**src/rtl/uart_tx_fifo.sv**
```systemverilog
// Byte FIFO in front of a UART transmitter: absorbs producer bursts and issues one
// single-cycle tx_strobe per byte, paced by tx_ready and a fixed post-strobe holdoff.
module uart_tx_fifo #(
   parameter int unsigned DEPTH_LOG2 = 4,
   parameter int unsigned HOLDOFF    = 2
) (
   input  logic                  clk_i,
   input  logic                  reset_i,
   input  logic [7:0]            in_data_i,
   input  logic                  in_valid_i,
   output logic                  in_ready_o,
   output logic [7:0]            tx_data_o,
   output logic                  tx_strobe_o,
   input  logic                  tx_ready_i,
   output logic [DEPTH_LOG2:0]   level_o,
   output logic                  empty_o,
   output logic                  overflow_o,
   input  logic                  overflow_clear_i
);

   localparam int unsigned Depth = 1 << DEPTH_LOG2;
   localparam int unsigned CntW  = $clog2(HOLDOFF + 1);

   localparam logic [DEPTH_LOG2:0] FullLevel = {1'b1, {DEPTH_LOG2{1'b0}}};
   localparam logic [CntW-1:0]     HoldLoad  = CntW'(HOLDOFF);
   localparam logic [CntW-1:0]     CntOne    = CntW'(1);

   localparam logic [1:0] StIdle   = 2'd0;
   localparam logic [1:0] StStrobe = 2'd1;
   localparam logic [1:0] StHold   = 2'd2;
   localparam logic [1:0] StWait   = 2'd3;

   logic [7:0]            mem_q [Depth];
   logic [DEPTH_LOG2-1:0] wptr_q, wptr_d;
   logic [DEPTH_LOG2-1:0] rptr_q, rptr_d;
   logic [DEPTH_LOG2:0]   level_q, level_d;
   logic [1:0]            state_q, state_d;
   logic [CntW-1:0]       cnt_q, cnt_d;
   logic [7:0]            tx_data_q, tx_data_d;
   logic                  overflow_q, overflow_d;

   logic full;
   logic wr_en;
   logic pop;

   // Both decisions use registered level only, so a same-cycle pop never admits a write
   // and a same-cycle write never triggers a pop.
   assign full  = (level_q == FullLevel);
   assign wr_en = in_valid_i && !full;
   assign pop   = (state_q == StIdle) && (level_q != '0) && tx_ready_i;

   always_comb begin
      wptr_d     = wptr_q;
      rptr_d     = rptr_q;
      level_d    = level_q;
      tx_data_d  = tx_data_q;
      overflow_d = overflow_q;

      if (wr_en) begin
         wptr_d = wptr_q + 1'b1;
      end
      if (pop) begin
         rptr_d    = rptr_q + 1'b1;
         tx_data_d = mem_q[rptr_q];
      end

      unique case ({wr_en, pop})
         2'b10:   level_d = level_q + 1'b1;
         2'b01:   level_d = level_q - 1'b1;
         default: level_d = level_q;
      endcase

      if (in_valid_i && full) begin
         overflow_d = 1'b1;
      end else if (overflow_clear_i) begin
         overflow_d = 1'b0;
      end
   end

   // tx_ready is deliberately ignored in StStrobe and StHold: the transmitter's ready
   // may still read high for a cycle or two after it has accepted a byte.
   always_comb begin
      state_d = state_q;
      cnt_d   = cnt_q;
      unique case (state_q)
         StIdle: begin
            if (pop) begin
               state_d = StStrobe;
            end
         end
         StStrobe: begin
            cnt_d   = HoldLoad;
            state_d = StHold;
         end
         StHold: begin
            cnt_d = (cnt_q != '0) ? cnt_q - 1'b1 : '0;
            if (cnt_q <= CntOne) begin
               state_d = StWait;
            end
         end
         StWait: begin
            if (tx_ready_i) begin
               state_d = StIdle;
            end
         end
         default: begin
            state_d = StIdle;
            cnt_d   = '0;
         end
      endcase
   end

   always_ff @(posedge clk_i) begin
      if (wr_en) begin
         mem_q[wptr_q] <= in_data_i;
      end
   end

   always_ff @(posedge clk_i) begin
      if (reset_i) begin
         wptr_q     <= '0;
         rptr_q     <= '0;
         level_q    <= '0;
         state_q    <= StIdle;
         cnt_q      <= '0;
         tx_data_q  <= 8'h00;
         overflow_q <= 1'b0;
      end else begin
         wptr_q     <= wptr_d;
         rptr_q     <= rptr_d;
         level_q    <= level_d;
         state_q    <= state_d;
         cnt_q      <= cnt_d;
         tx_data_q  <= tx_data_d;
         overflow_q <= overflow_d;
      end
   end

   assign in_ready_o  = !full;
   assign empty_o     = (level_q == '0);
   assign level_o     = level_q;
   assign tx_data_o   = tx_data_q;
   assign tx_strobe_o = (state_q == StStrobe);
   assign overflow_o  = overflow_q;

endmodule

```
**config.mk**
```make
export PLATFORM = sky130hd
export DESIGN_NAME = uart_tx_fifo
export DESIGN_NICKNAME = d
export VERILOG_FILES = /design/src/rtl/uart_tx_fifo.sv
export SDC_FILE = /design/constraint.sdc
export NUM_CORES = 1
export LEC_CHECK = 0
export BUFFER_PORTS_ARGS = -buffer_cell sky130_fd_sc_hd__buf_2
export CAP_MARGIN = 20
export CELL_PAD_IN_SITES_DETAIL_PLACEMENT = 1
export CELL_PAD_IN_SITES_GLOBAL_PLACEMENT = 1
export CORE_ASPECT_RATIO = 0.75
export CORE_MARGIN = 4
export CORE_UTILIZATION = 59
export CTS_BUF_LIST = sky130_fd_sc_hd__clkbuf_4 sky130_fd_sc_hd__clkbuf_8
export DETAILED_ROUTE_END_ITERATION = 10
export GPL_ROUTABILITY_DRIVEN = 0
export GPL_TIMING_DRIVEN = 0
export PLACE_DENSITY_LB_ADDON = 0.3
export SLEW_MARGIN = 30
export SYNTH_ARGS = -nofsm -noshare
export SYNTH_HDL_FRONTEND = slang
export SYNTH_SLANG_ARGS = --single-unit
export TNS_END_PERCENT = 10
```
**constraint.sdc**
```tcl
create_clock -name clk_i -period 5.1 [get_ports clk_i]
set_input_delay 0.51 -clock clk_i [delete_from_list [all_inputs] [get_ports clk_i]]
set_output_delay 0.51 -clock clk_i [all_outputs]
set_load 0.02 [all_outputs]
```
==> impl_metrics.toml, run 1 <==
[place]
dp_hpwl_mm = 9.906
port_buffers = 29
placed_area_um2 = 6626

[floorplan]
die_area_um2 = 12400
num_rows = 32
core_area_um2 = 10330
die_w_um = 127.2
start_util_pct = 60.90
pin_count = 30
die_h_um = 97.43

[critical_path]
r2r.worst_path.cells = 14
crit_type = "reg2reg"
worstPathArrival_ps = 3820
critPathCaptureType = "flop"
cp_max_fo = 10
worst_ep_required_time_ps = 5440
crit_path_start_kind = "flop"

[clocking]
clk_latency_ps = 450
cts_setup_buffers = 0
clock_tree.buffer_depth = 2
cts_buffers = 17
cts_tree = "built"
clk_root_buffer_cell = "clkbuf_8"
ctsResizeCount = 0
clkSinkCount = 154
clkTransAtPathRegs_ps = 90
ctsHtreeMaxLevel = 4
ctsHoldBuffers = 0

[timing]
setup_viol = 0
hold_viol_final = 0
drv_slew = 0
slew_headroom_pct = 33.68
worstMarginPinSlew_ps = 991.2
skew_ps = 11.82
fmax_mhz = 286.7
min_period_over_period_pct = 68.38
rsz0062_at_grt = "no"
min_period_ps = 3488
fin_setup_tns_ps = 0

[synthesis]
yosysUniqueCellTypes = 40
synth_largest_area_cell = "edfxtp_1"
postSynthAreaPerCell_um2 = 17.77
seq_area_frac_synth_pct = 69.37
netlist_area_um2 = 6291
synth_ff_type = "edfxtp_1"
ys_ff_latch = 154
synth_async_sr_flop_share_pct = 0
syn_inst = 354
syn_nets = 382
yosys_warnings = 0
yosysTopAreaCellShare_pct = 61.10
synth_edf_count = 128
synthTopCellsByArea = "edfxtp_1, mux4_2, dfxtp_1"

[drt]
num_vias = 3368
route.detailed.drc = 0
first_iter_violations = 314
avgRoutedWirePerCell_um = 25.66
ant_nets = 0
wl_mm = 14.14
drt_pass1_iterations = 5
via_per_inst = 6.113

[final_layout]
drive_above_1_share_pct = 29.40
area_growth_pct = 11.50
n_antenna_cell = 0
final_cell_mix = "edfxtp_1, buf_2, mux4_2"
fin_nets = 430
finish.instance_area_um2 = 7014
mostFrequentLayoutCell = "edfxtp_1"

[grt]
grt_util_all_layers_pct = 25.08
grt_pass1_wl_mm = 22.30
grt_pass1_vias = 3662
antenna_found_initial = 0
gr-total-overflow = 0
grt_max_degree = 17

[min_path]
hold_path.class = "in2reg"
holdPathStages = 3

[flow_run]
cap_violations = 0

[status]
status = "finished, final reports clean"

[power_and_ir_drop]
power.density_nw_per_um2 = 454.9
leakage_nw = 2.367
irDropWorstVdd_uv = 203.3
==> kinds of logic after synthesis <==
group                    Yosys count  share of synthesized area [%]
AO/OA/AOI/OAI                     23                          3.421
XOR/XNOR                           8                          1.114
adder cells (fa/ha/maj)           15                          3.103
buffers and inverters             31                          2.366
flip-flops                       154                          69.37
multiplexers                      51                          14.50
AND/OR/NAND/NOR                   72                          6.126
==> where the power goes <==
part           leakage [nW]  internal [mW]  switching (mW)
sequential             1.37           1.43          0.0589
clock                 0.200          0.406           0.503
combinational         0.798          0.336           0.453
==> worst max-delay path, stage by stage, from the launching register on <==
cell,delay (ps)
dfxtp_1,360
inv_1,140
ha_1,240
nand2_1,70
or2_4,240
clkbuf_8,180
inv_2,170
ha_1,270
inv_1,120
fa_1,410
nor2b_1,170
o21ai_0,140
nand3_1,110
or3b_2,460
mux2_2,290
==> synthesized netlist by cell type (all sizes together) (2+ instances only) <==
library cell  number
nand2b             3
a21oi              8
nand3              3
nand3b             9
o21ai              2
xnor2              3
nand4              2
edfxtp           128
mux2i             18
nor2b              2
buf                8
mux4              32
ha                14
o221ai             8
nand2             12
dfxtp             26
nor2              29
nor3               5
xor2               5
or3                2
clkbuf            10
inv               13
==> through the flow <==
stage / total power [mW] / std cells / hold slack [ps] / utilization, % / worst slack [ps]
6_report: 3.191 / 551 / 363.9 / 67.90 / 1612
5_1_grt: 3.351 / 551 / 357.1 / 67.90 / 1417
4_1_cts: 3.207 / 551 / 349.6 / 67.88 / 1658
3_5_place_dp: 2.318 / 519 / 478.6 / 64.15 / 1692
3_3_place_gp: 2.261 / 519 / 453.4 / 63.95 / 1818
2_1_floorplan: 2.077 / 354 / 444.5 / - / 1963
==> metal layers <==
metal  vias up  global-route usage, %  share of wire (%)
met5         -                      0                  0
met4         0                  5.936               0.88
met3        13                  6.209                5.5
met2       106                  39.63                 50
met1      1778                  35.78                 43
li1       1471                      -                  -
==> state kept, by name (all words and copies together), names as in the netlist <==
register and cells:
cnt_q 2, state_q 2, wptr_q 4, overflow_o 1
level_o 5, rptr_q 4, mem_q 128, tx_data_o 8
==> final cells by class <==
cell class / count / area [µm²]
clock buffer: 17 / 234.0
buffer: 18 / 100.1
inverter: 13 / 48.80
sequential: 154 / 4364
tap: 136 / 170.2
timing repair buffer: 29 / 145.1
clock inverter: 15 / 151.4
multi-input combinational: 169 / 1800
fill: 883 / 3316
==> path summary, 6_finish.rpt <==
| path | slack [ps] | endpoint | start |
|---|---|---|---|
| setup / recovery | 1610 | level_o[4]$_SDFFE_PP0P_ | state_q[0]$_SDFFE_PP0P_ |
| setup reg to reg | 1610 | level_o[4]$_SDFFE_PP0P_ | state_q[0]$_SDFFE_PP0P_ |
| hold / removal | 360 | overflow_o$_SDFFE_PP0P_ | in_valid_i |
| hold reg to reg | 490 | cnt_q[0]$_SDFFE_PP0P_ | cnt_q[0]$_SDFFE_PP0P_ |
Power figures use the tool's default switching activity.
==> run 2: changes to the inputs <==
- CORE_UTILIZATION: 59 -> 49
- clock period: 5.1 -> 2.9 ns (I/O delays scaled with it)
==> run 2 against run 1 <==
  * Register-to-register slack lost 1500 ps
  * Non-clock buffer count is 11 higher
  * Sequential power up 76%
==> impl_metrics.toml, run 2 (synthesis results as in run 1) <==
[status]
status = "finished, final reports clean"

[clocking]
cts_tree = "built"
clkTransAtPathRegs_ps = 90
clk_root_buffer_cell = "clkbuf_8"
clk_latency_ps = 440
cts_buffers = 17
clock_tree.buffer_depth = 2
clkSinkCount = 154
ctsHtreeMaxLevel = 4

[critical_path]
critPathCaptureType = "flop"
worst_ep_required_time_ps = 3240
crit_type = "reg2reg"
worstPathArrival_ps = 3150
cp_max_fo = 6
crit_chain = "nor4_4 -> buf_4 -> and2_4 -> or2_4 -> inv_6 -> ha_4 -> inv_4 -> fa_2 -> nor2b_4 -> o21ai_2 -> nand3_1 -> or3b_2 -> mux2_2"
crit_buf_inv = 3
cp_slowest_cell = "or3b_2"
crit_path_start_kind = "flop"
max_stage_delay_ps = 460
regToRegSetupSlack_ps = 90
critPathTopFamily = "simple AND/OR/NAND/NOR gates"

[timing]
skew_ps = 10.73
fmax_mhz = 355.7
worst_slack_ps = 88.41
fin_setup_tns_ps = 0
worstMarginPinSlew_ps = 942.3
drv_slew = 0
min_period_over_period_pct = 96.95
slew_headroom_pct = 36.95
min_period_ps = 2812
hold_viol_final = 0
hold_ws_ps = 154.3
setup_viol = 0

[final_layout]
mostFrequentLayoutCell = "edfxtp_1"
regMostFlops = "mem_q"
final_cell_mix = "edfxtp_1, buf_2, mux4_2"
n_antenna_cell = 0
largest_reg_flops = 128
area_growth_pct = 14.24
fin_util_pct = 57.79
fin_nets = 441
finish.instance_area_um2 = 7187
drive_above_1_share_pct = 35.68

[grt]
grt_max_degree = 17
antenna_found_initial = 0
grt_pass1_wl_mm = 22.28
gr-total-overflow = 0
grt_util_all_layers_pct = 20.71
grt_pass1_vias = 3684

[place]
place_ws_ps = -243.0
port_buffers = 29
dp_hpwl_mm = 9.524
placed_area_um2 = 6715

[floorplan]
die_w_um = 138.8
pin_count = 30
die_area_um2 = 14730
die_h_um = 106.1
num_rows = 35
start_util_pct = 50.58
core_area_um2 = 12440

[drt]
num_vias = 3349
via_per_inst = 5.657
route.detailed.drc = 0
ant_nets = 0
wl_mm = 14.39
drt_pass1_iterations = 4
avgRoutedWirePerCell_um = 24.31
first_iter_violations = 251

[power_and_ir_drop]
irDropWorstVdd_uv = 379.0
power.density_nw_per_um2 = 784.2
leakage_nw = 2.402

[flow_run]
cap_violations = 0

[min_path]
hold_path.class = "in2reg"
==> run 2: area by class of cell <==
cell class              count  area (µm²)
well taps                 166       207.7
flip-flops and latches    154        4382
plain buffers              17       86.33
repair buffers             41       235.2
clock buffers              17       234.0
multi-input cells         169        1867
inverters                  13       56.30
fillers                  1153        5250
clock inverters            15       118.9
==> run 2: power by group <==
part           total (mW)  leakage (nW)  switching (mW)  internal, mW
combinational        1.56         0.854           0.858         0.702
clock                1.45         0.177           0.846         0.607
sequential           2.62          1.37          0.0878          2.53
==> run 2: metrics by stage <==
stage,power (mW),cells
after floorplan,3.683,354
after global placement,4.017,549
after detailed placement,4.107,551
after CTS,5.624,589
after global routing,5.920,592
final,5.636,592
==> run 2: worst register-to-register path, cell delays in order (launching register included) <==
cell	delay, ps
dfxtp_4	380
nor4_4	40
buf_4	150
and2_4	140
or2_4	250
inv_6	90
ha_4	180
inv_4	50
fa_2	390
nor2b_4	140
o21ai_2	70
nand3_1	90
or3b_2	460
mux2_2	280
==> run 2: routing by layer <==
metal  vias up  global-route usage [%]  share of wire [%]
met3        13                   4.317                4.6
li1       1494                       -                  -
met4         0                   4.818               0.75
met1      1780                   29.65                 46
met2        62                   33.16                 49
met5         -                       0                  0
==> run 2: final timing paths <==
kind	startpoint	to	depth (start not counted)
worst max-delay path	level_o[3]$_SDFFE_PP0P_	level_o[4]$_SDFFE_PP0P_	13
worst max register to register	level_o[3]$_SDFFE_PP0P_	level_o[4]$_SDFFE_PP0P_	13
worst min register to register	cnt_q[0]$_SDFFE_PP0P_	cnt_q[0]$_SDFFE_PP0P_	2
worst min-delay path	in_valid_i	overflow_o$_SDFFE_PP0P_	3
==> run 2: what timing repair did <==
action,CTS,global route
pin swaps,2,1
setup endpoints to repair,1,1
gates resized for setup,9,8
hold buffers,0,0
setup buffers,7,3
cloned,0,0
==> run 3: changes to the inputs <==
- CELL_PAD_IN_SITES_DETAIL_PLACEMENT: 1 -> 0
==> run 3 against run 2 <==
  * Register-to-register slack about the same
  * Clock power fell by 3%
  * Critical endpoint unchanged
  * Critical path depth stayed put
  * Largest power group unchanged
  * Critical path type unchanged
  * Combinational power fell by 4%
==> impl_metrics.toml, run 3 (synthesis results as in run 1) <==
[grt]
grt_pass1_vias = 3273
grt_util_all_layers_pct = 18.69
grt_max_degree = 17
gr-total-overflow = 0
grt_pass1_wl_mm = 20.08
antenna_found_initial = 0

[critical_path]
worstPathArrival_ps = 3130
cp_num_cells = 13
crit_type = "reg2reg"
crit_path_start_kind = "flop"
crit_chain = "nor4_4 -> buf_4 -> and2_4 -> or2_4 -> inv_6 -> ha_4 -> inv_1 -> fa_2 -> nor2b_2 -> o21ai_1 -> nand3_1 -> or3b_2 -> mux2_2"
worst_ep_required_time_ps = 3220
reg2reg_from = "level_o[3]$_SDFFE_PP0P_"
max_stage_delay_ps = 450
worstSetupStartpoint = "level_o[3]$_SDFFE_PP0P_"
cp_max_fo = 6
cp_slowest_cell = "or3b_2"
crit_buf_inv = 3
critPathTopFamily = "simple AND/OR/NAND/NOR gates"
critPathCaptureType = "flop"
r2r.worst_path.cells = 13

[final_layout]
final_cell_mix = "edfxtp_1, buf_2, mux4_2"
largest_reg_flops = 128
n_antenna_cell = 0
area_growth_pct = 13.42
fillers = 992
drive_above_1_share_pct = 34.04
instances_no_fill = 589
mostFrequentLayoutCell = "edfxtp_1"
finish.instance_area_um2 = 7136
regMostFlops = "mem_q"
fin_nets = 438

[timing]
skew_ps = 16.34
setup_viol = 0
min_period_over_period_pct = 96.97
drv_slew = 0
hold_viol_final = 0
fmax_mhz = 355.6
worst_slack_ps = 87.91
hold_ws_ps = 140.2
worstMarginPinSlew_ps = 992.1
min_period_ps = 2812
slew_headroom_pct = 33.62

[drt]
route.detailed.drc = 0
avgRoutedWirePerCell_um = 22.47
first_iter_violations = 230
drt_pass1_iterations = 4
ant_nets = 0
wl_mm = 13.23
via_per_inst = 5.596
num_vias = 3296

[floorplan]
pin_count = 30
core_area_um2 = 12440
die_area_um2 = 14730
die_w_um = 138.8
die_h_um = 106.1
start_util_pct = 50.58
num_rows = 35

[status]
status = "finished, final reports clean"

[min_path]
holdPathStages = 3
hold_path.class = "in2reg"
hold_path_startpoint = "in_valid_i"

[power_and_ir_drop]
irDropWorstVdd_uv = 362.0
leakage_nw = 2.373
power.density_nw_per_um2 = 775.1

[place]
placed_cells_incl_taps = 551
port_buffers = 29
placed_area_um2 = 6715
dp_hpwl_mm = 8.552
place_ws_ps = -172.0

[clocking]
clkTransAtPathRegs_ps = 90
clk_root_buffer_cell = "clkbuf_8"
cts_buffers = 17
ctsHtreeMaxLevel = 4
clkSinkCount = 154
clk_latency_ps = 430
cts_tree = "built"
ctsHoldBuffers = 0
clock_tree.buffer_depth = 2

[flow_run]
cap_violations = 0
==> run 3: cell count changes in the layout (fill, tap and decap cells not counted), moves of 2 or more <==
cell,before,now
buf_4,15,12
clkinv_4,5,3
clkinvlp_4,2,5
inv_1,8,10
inv_6,5,3
nor2_1,25,28
nor2_2,4,1
==> run 3: final timing paths <==
path                             endpoint  slack [ps]
setup / recovery  level_o[4]$_SDFFE_PP0P_          90
hold reg to reg     cnt_q[0]$_SDFFE_PP0P_         480
hold / removal    overflow_o$_SDFFE_PP0P_         140
setup reg to reg  level_o[4]$_SDFFE_PP0P_          90
==> run 3: cell type report <==
class	count	area, µm²	share of cell area [%]
flip-flops and latches	154	4383	61.42
clock inverters	14	100.1	1.403
well taps	166	207.7	2.911
repair buffers	38	212.7	2.981
clock buffers	18	241.5	3.384
plain buffers	17	86.33	1.210
multi-input cells	169	1851	25.93
inverters	13	53.80	0.7540
==> run 3: power breakdown <==
group,internal (mW),total [mW],switching (mW)
combinational,0.680,1.50,0.816
clock,0.601,1.41,0.812
sequential,2.54,2.62,0.0855
==> run 3: metal layers <==
| layer | wire length [µm] | track usage (%) |
|---|---|---|
| met5 | 0 | 0 |
| met4 | 127 | 4.469 |
| met1 | 6153 | 27.98 |
| met2 | 6097 | 27.69 |
| met3 | 855 | 4.856 |
==> run 3: per-stage QoR <==
step | setup TNS (ps) | total power, mW | util (%)
2_1_floorplan | 0 | 3.683 | -
3_3_place_gp | -120.9 | 4.017 | 53.71
3_5_place_dp | -172.0 | 4.062 | 53.99
4_1_cts | 0 | 5.535 | 57.17
5_1_grt | -7.698 | 5.813 | 57.37
6_report | 0 | 5.531 | 57.37
==> run 3: worst min-delay path: stages <==
cell,delay (ps)
buf_2,90
a32oi_1,80
nor2_1,70
==> run 3: timing repair <==
item                       CTS  global route
resized for setup           10             3
setup buffers                6             1
pin swaps                    2             0
setup endpoints to repair    1             1
